`src/rtl/msx_slot_pkg.sv`:
```
// Shared types for the MSX slot expander: slot index encoding and wait FSM states.
package msx_slot_pkg;

  localparam logic [15:0] SUBSLOT_REG_ADDR = 16'hFFFF;

  typedef logic [3:0] slot_idx_t;

  typedef enum logic [1:0] {IDLE, MIN, POLL, DONE} wait_state_t;

  function automatic slot_idx_t make_idx(input logic [1:0] p, input logic [1:0] s);
    return {p, s};
  endfunction

endpackage

```
`src/rtl/slot_wait_ctrl.sv`:
```
// Z80 wait-state generator: minimum wait, then poll slot_ready with a saturating timeout guard.
module slot_wait_ctrl
  import msx_slot_pkg::*;
#(
  parameter int WAIT_STATES = 0,
  parameter int TIMEOUT     = 1023
) (
  input  logic        clk,
  input  logic        reset,
  input  logic        clk_en,
  input  logic        mreq_n,
  input  logic        sel_valid,
  input  slot_idx_t   sel,
  input  logic [15:0] slot_ready,
  output logic        wait_n,
  output logic        timeout_flag,
  output logic        force_ff
);

  localparam int CW = (TIMEOUT > 0) ? $clog2(TIMEOUT + 1) : 1;
  localparam int MW = (WAIT_STATES > 1) ? $clog2(WAIT_STATES) : 1;
  localparam logic [CW-1:0] TO_MAX   = CW'(TIMEOUT);
  localparam logic [MW-1:0] MIN_LAST = MW'((WAIT_STATES > 0) ? WAIT_STATES - 1 : 0);

  wait_state_t   state;
  logic          mreq_prev;
  logic [MW-1:0] min_cnt;
  logic [CW-1:0] to_cnt;
  slot_idx_t     sel_q;

  // Select is latched on entry so a mid-access register write only affects the next access.
  always_ff @(posedge clk or posedge reset) begin
    if (reset) begin
      state        <= IDLE;
      wait_n       <= 1'b1;
      timeout_flag <= 1'b0;
      force_ff     <= 1'b0;
      mreq_prev    <= 1'b1;
      min_cnt      <= '0;
      to_cnt       <= '0;
      sel_q        <= '0;
    end else if (clk_en) begin
      mreq_prev <= mreq_n;
      case (state)
        IDLE: begin
          wait_n   <= 1'b1;
          force_ff <= 1'b0;
          if (!mreq_n && mreq_prev && sel_valid) begin
            sel_q   <= sel;
            min_cnt <= '0;
            to_cnt  <= '0;
            wait_n  <= 1'b0;
            state   <= (WAIT_STATES > 0) ? MIN : POLL;
          end
        end
        MIN: begin
          if (mreq_n) begin
            state  <= IDLE;
            wait_n <= 1'b1;
          end else if (min_cnt == MIN_LAST) begin
            state <= POLL;
          end else begin
            min_cnt <= min_cnt + 1'b1;
          end
        end
        POLL: begin
          if (mreq_n) begin
            state  <= IDLE;
            wait_n <= 1'b1;
          end else if (slot_ready[sel_q]) begin
            state  <= DONE;
            wait_n <= 1'b1;
          end else if (to_cnt == TO_MAX) begin
            state        <= DONE;
            wait_n       <= 1'b1;
            timeout_flag <= 1'b1;
            force_ff     <= 1'b1;
          end else begin
            to_cnt <= to_cnt + 1'b1;
          end
        end
        DONE: begin
          wait_n <= 1'b1;
          if (mreq_n) begin
            state    <= IDLE;
            force_ff <= 1'b0;
          end
        end
        default: state <= IDLE;
      endcase
    end
  end

endmodule

```
`src/rtl/slot_expander.sv`:
```
// MSX primary/secondary slot selector: slot registers, SLTSL_n decode and CPU read-data mux.
module slot_expander
  import msx_slot_pkg::*;
#(
  parameter int         NUM_PRIMARY = 4,
  parameter logic [3:0] EXPANDED    = 4'b1000,
  parameter logic [7:0] PSLOT_PORT  = 8'hA8,
  parameter int         WAIT_STATES = 0,
  parameter int         TIMEOUT     = 1023
) (
  input  logic         clk,
  input  logic         reset,
  input  logic         clk_en,
  input  logic [15:0]  addr,
  input  logic         mreq_n,
  input  logic         iorq_n,
  input  logic         rd_n,
  input  logic         wr_n,
  input  logic         rfsh_n,
  input  logic [7:0]   d_from_cpu,
  output logic [7:0]   d_to_cpu,
  input  logic [127:0] slot_d,
  input  logic [15:0]  slot_ready,
  output logic [15:0]  sltsl_n,
  output logic         wait_n,
  output logic         timeout_flag,
  output logic [7:0]   pslot_reg
);

  logic [7:0] sub_reg [4];
  logic       wr_seen;
  logic [1:0] pg, page_p, sub_s;
  logic       p_impl, sub_hit, io_hit, sel_valid, force_ff;
  slot_idx_t  idx;

  always_comb begin
    pg      = addr[15:14];
    page_p  = pslot_reg[{pg, 1'b0} +: 2];
    sub_s   = EXPANDED[page_p] ? sub_reg[page_p][{pg, 1'b0} +: 2] : 2'b00;
    idx     = make_idx(page_p, sub_s);
    p_impl  = ({1'b0, page_p} < 3'(NUM_PRIMARY));
    sub_hit = !mreq_n && rfsh_n && (addr == SUBSLOT_REG_ADDR) && EXPANDED[page_p] && p_impl;
    io_hit  = !iorq_n && rfsh_n && (addr[7:0] == PSLOT_PORT);
    sel_valid = !mreq_n && rfsh_n && p_impl && !sub_hit;
  end

  assign sltsl_n = sel_valid ? ~(16'd1 << idx) : '1;

  // A strobe held over several clk_en cycles writes only once, on its first cycle.
  always_ff @(posedge clk or posedge reset) begin
    if (reset) begin
      pslot_reg <= '0;
      for (int unsigned i = 0; i < 4; i++) sub_reg[i] <= '0;
      wr_seen   <= 1'b0;
    end else if (clk_en) begin
      wr_seen <= !wr_n && (io_hit || sub_hit);
      if (!wr_seen && !wr_n) begin
        if (io_hit)  pslot_reg       <= d_from_cpu;
        if (sub_hit) sub_reg[page_p] <= d_from_cpu;
      end
    end
  end

  always_comb begin
    d_to_cpu = 8'hFF;
    if (!rd_n) begin
      if (io_hit)                       d_to_cpu = pslot_reg;
      else if (sub_hit)                 d_to_cpu = ~sub_reg[page_p];
      else if (sel_valid && !force_ff)  d_to_cpu = slot_d[{idx, 3'b000} +: 8];
    end
  end

  slot_wait_ctrl #(
    .WAIT_STATES(WAIT_STATES),
    .TIMEOUT    (TIMEOUT)
  ) u_wait (
    .clk         (clk),
    .reset       (reset),
    .clk_en      (clk_en),
    .mreq_n      (mreq_n),
    .sel_valid   (sel_valid),
    .sel         (idx),
    .slot_ready  (slot_ready),
    .wait_n      (wait_n),
    .timeout_flag(timeout_flag),
    .force_ff    (force_ff)
  );

endmodule
```
`config.mk`:
```
export PLATFORM = sky130hd
export DESIGN_NAME = slot_expander
export DESIGN_NICKNAME = d
export VERILOG_FILES = /design/src/rtl/msx_slot_pkg.sv /design/src/rtl/slot_wait_ctrl.sv /design/src/rtl/slot_expander.sv
export SDC_FILE = /design/constraint.sdc
export NUM_CORES = 1
export LEC_CHECK = 0
export ABC_AREA = 1
export CELL_PAD_IN_SITES_DETAIL_PLACEMENT = 1
export CELL_PAD_IN_SITES_GLOBAL_PLACEMENT = 2
export CORE_MARGIN = 3
export CORE_UTILIZATION = 30
export DETAILED_ROUTE_END_ITERATION = 16
export DONT_BUFFER_PORTS = 1
export PLACE_DENSITY = 0.74
export SETUP_SLACK_MARGIN = 0.5
export SLEW_MARGIN = 20
export SYNTH_ARGS = -nofsm -noshare
export SYNTH_HDL_FRONTEND = slang
export SYNTH_SLANG_ARGS = --single-unit
```
`constraint.sdc`:
```
create_clock -name clk -period 3.5 [get_ports clk]
set_input_delay 0.525 -clock clk [delete_from_list [all_inputs] [get_ports clk]]
set_output_delay 0.525 -clock clk [all_outputs]
set_load 0.01 [all_outputs]
```
==> results.toml <==
[drt]
viasPerCell = 5.040
totalWireLength_um = 21850
route.top_layer_used = "met4"
drt_drc_violations_left = 0
detailroute.wirelength.met2_um = 10750
drt-met1-wl_um = 9441
drt_first_iter_violations = 298
detailroute.via_count = 5630
routed_wire_length_per_instance_um = 19.56
route.met3.wl_um = 1150
remaining_antenna_violation_count = 0
dr.pass1.iters = 4

[clock_network]
cts_sinks = 61
clock_tree.htree_level_count = 3
tritoncts.num_buffers = 9
cts.clk_slew.worst_paths_ps = 50
root_buffer = "sky130_fd_sc_hd__clkbuf_16"
tritoncts = "done"
max-clock-path-buffers = 2
clock_insertion_delay_worst_skew_ps = 330

[worst_setup_path]
crit_path_end_kind = "output port"
worst_path_dominant_cell_family = "simple AND/OR/NAND/NOR gates"
timing.critical_path.mode_cell = "sky130_fd_sc_hd__nand2_1"
worst_setup_path_start_kind = "flop"
crit_slowest_cell = "sky130_fd_sc_hd__dfrtp_2"
criticalPathCategory = "flop to output port"
critPathRequiredTime_ps = 2970
crit_path_max_fanout = 22
cp_data_arrival_time_ps = 2790
critical_path_buf_inv_count = 2
slowest_delay_ps = 470
worstPathCellList = "nand2_4 -> nand3_4 -> nand2_4 -> nand2_1 -> o21ai_0 -> nand2_1 -> nand2_2 -> nor2_1 -> nor2_2 -> nor2_4 -> buf_4 -> buf_12 -> nand3_1 -> nand3_1 -> nor2_2 -> nand2_1 -> o21ai_2 -> nand2_2"

[placement]
place_ws_ps = 164.3
gp_routability_congestion = 0.8489
dpl.hpwl_um = 15940
io_buffers = 0

[grt]
gr-usage-all-layers_pct = 21.73
grt_first_pass_wirelength_um = 33280
grt_max_degree = 44
grt_overflow_total = 0
first_global_vias = 5890
grt_antenna_before_repair = 0

[die]
effective_utilization_at_floorplan_pct = 30.75
die-width_um = 139.4
placeableCoreArea_mm2 = 0.01736
fp.dieArea_mm2 = 0.01943
row_count = 48
num_io_pins = 210
die_height_um = 139.4

[logic_synthesis]
synth.cell_area_mm2 = 0.005338
synth.area.top_cells = "sky130_fd_sc_hd__dfrtp_1, sky130_fd_sc_hd__nand2_1, sky130_fd_sc_hd__inv_1"
ys_warn_count = 0
synth_top_cell_by_area = "sky130_fd_sc_hd__dfrtp_1"
synth_top_area_share_pct = 27.66
count_of_state_elements_after_synthesis = 61
synth_edf_count = 0
library_cells_used_by_synthesis = 35
synth-seq-area-share_pct = 28.65
synth_area_per_cell_um2 = 5.944
dominantRegCellSynth = "sky130_fd_sc_hd__dfrtp_1"
synthArstFlopShare_pct = 100.0
netlist_instances = 898

[timing]
slew_headroom_pct = 55.83
fmaxAchievable_mhz = 301.5
final_critical_path_setup_slack_ps = 183.2
tns_ps = 0
layout_min_cycle_time_ps = 3317
grt_setup_unrepaired = "yes"
post-route-period-util_pct = 94.77
timing_max_transition_violations_final = 0
clock_skew_ps = 9.043
final-setup-viol-count = 0
count_of_final_hold_check_violations = 0
worstMarginPinSlew_ps = 661.6

[finish]
final.fill_count = 2282
mostFrequentLayoutCells = "sky130_fd_sc_hd__nand2_1, sky130_fd_sc_hd__inv_1, sky130_fd_sc_hd__nand3_1"
flip_flop_count_of_the_largest_register_after_layout = 32
final_common_cell = "sky130_fd_sc_hd__nand2_1"
syn_to_final_growth_pct = 18.64
seqCellArea_mm2 = 0.001534
number_of_nets_in_the_layout = 1064
area_taken_by_multi_input_logic_gates_mm2 = 0.003124
post_route_cells_drive_above_1_share_pct = 15.81
diodes = 0
utilization_pct = 36.48

[power]
p_leak_nw = 3.282
power.ir.vdd_worst_v = 0.0002744
powerDensity_mw_per_mm2 = 344.6

[outcome]
run_status = "finished, final reports clean"

[min_path]
hold_path_class = "input port to asynchronous set/reset pin"

[flow_run]
maxCapViolations = 0
## kinds of logic after synthesis
group                      Yosys count  share of synthesized area, %
and+or+nand+nor                    516                         43.81
buffers and inverters              230                         18.17
adders and majority gates            1                        0.2344
DFF                                 61                         28.65
xor gates and xnor gates             3                        0.4924
other                                1                       0.07026
AOI/OAI and AO/OA                   86                         8.579
## timing repair
action | CTS | global route
pin swaps | 25 | 6
buffers inserted | 13 | 3
cloned | 7 | 3
hold buffers | 0 | 0
setup endpoints to repair | 12 | 12
gates resized for setup | 64 | 23
## layout make-up
| type | count | area share [%] |
|---|---|---|
| Clock buffer | 14 | 4.011 |
| Inverter | 155 | 9.346 |
| Multi-Input combinational cell | 618 | 49.34 |
| Timing Repair Buffer | 42 | 8.477 |
| Sequential cell | 61 | 24.22 |
| Tap cell | 225 | 4.446 |
| Clock inverter | 2 | 0.1581 |
## synth_stat cells, types with 2 or more instances
cell type                  count
sky130_fd_sc_hd__a21oi_1      10
sky130_fd_sc_hd__inv_1       144
sky130_fd_sc_hd__nand2_1     303
sky130_fd_sc_hd__o31ai_1       4
sky130_fd_sc_hd__nand3_2       3
sky130_fd_sc_hd__nand2_2       6
sky130_fd_sc_hd__nand3_4       2
sky130_fd_sc_hd__nor3_1        9
sky130_fd_sc_hd__o21ai_0      51
sky130_fd_sc_hd__nand3b_1      8
sky130_fd_sc_hd__o22ai_1       2
sky130_fd_sc_hd__clkbuf_1     33
sky130_fd_sc_hd__inv_2         8
sky130_fd_sc_hd__o21ai_1      14
sky130_fd_sc_hd__buf_6         2
sky130_fd_sc_hd__clkinv_1      3
sky130_fd_sc_hd__xor2_1        3
sky130_fd_sc_hd__dfstp_2       2
sky130_fd_sc_hd__nor2_1       39
sky130_fd_sc_hd__nand3_1      72
sky130_fd_sc_hd__buf_2        19
sky130_fd_sc_hd__buf_4        18
sky130_fd_sc_hd__nor2_2        2
sky130_fd_sc_hd__nand4_1      65
sky130_fd_sc_hd__nor4_1        3
sky130_fd_sc_hd__buf_1         3
sky130_fd_sc_hd__o211ai_1      4
sky130_fd_sc_hd__dfrtp_1      59
## final timing paths
check                      slack, ps          from  cells after the start          endpoint
max                              180  pslot_reg[0]                     18       d_to_cpu[1]
min                              170         reset                      1  u_wait.to_cnt[5]
max reg2reg                      790  pslot_reg[0]                     11   u_wait.sel_q[3]
min reg2reg                      370   sub_reg[20]                      0       sub_reg[20]
max in group asynchronous       2460         reset                      2      pslot_reg[6]
min in group clk                 280        mreq_n                      1   u_wait.state[0]
## layer usage
layer | track usage, % | vias to the layer above
met3 | 3.814 | 31
met2 | 37.28 | 167
met1 | 27.58 | 2630
met5 | 0 | -
met4 | 7.415 | 0
li1 | - | 2802
## metrics by stage
step           power [mW]  instance area [µm²]  std cells  hold slack (ps)
3_5_place_dp        1.344                 5441       1075            359.0
6_report            2.182                 6332       1117            169.7
5_1_grt             2.331                 6332       1117            208.8
2_1_floorplan       1.205                 5368        906            420.5
4_1_cts             2.197                 6162       1111            188.5
3_3_place_gp        1.337                 5441       1075            359.4
## power by group
| part | internal, mW | total [mW] | leakage [nW] | switching [mW] |
|---|---|---|---|---|
| Sequential | 0.769 | 0.826 | 0.820 | 0.0574 |
| Combinational | 0.182 | 0.559 | 2.33 | 0.377 |
| Clock | 0.496 | 0.797 | 0.131 | 0.302 |
Power figures use the tool's default switching activity.
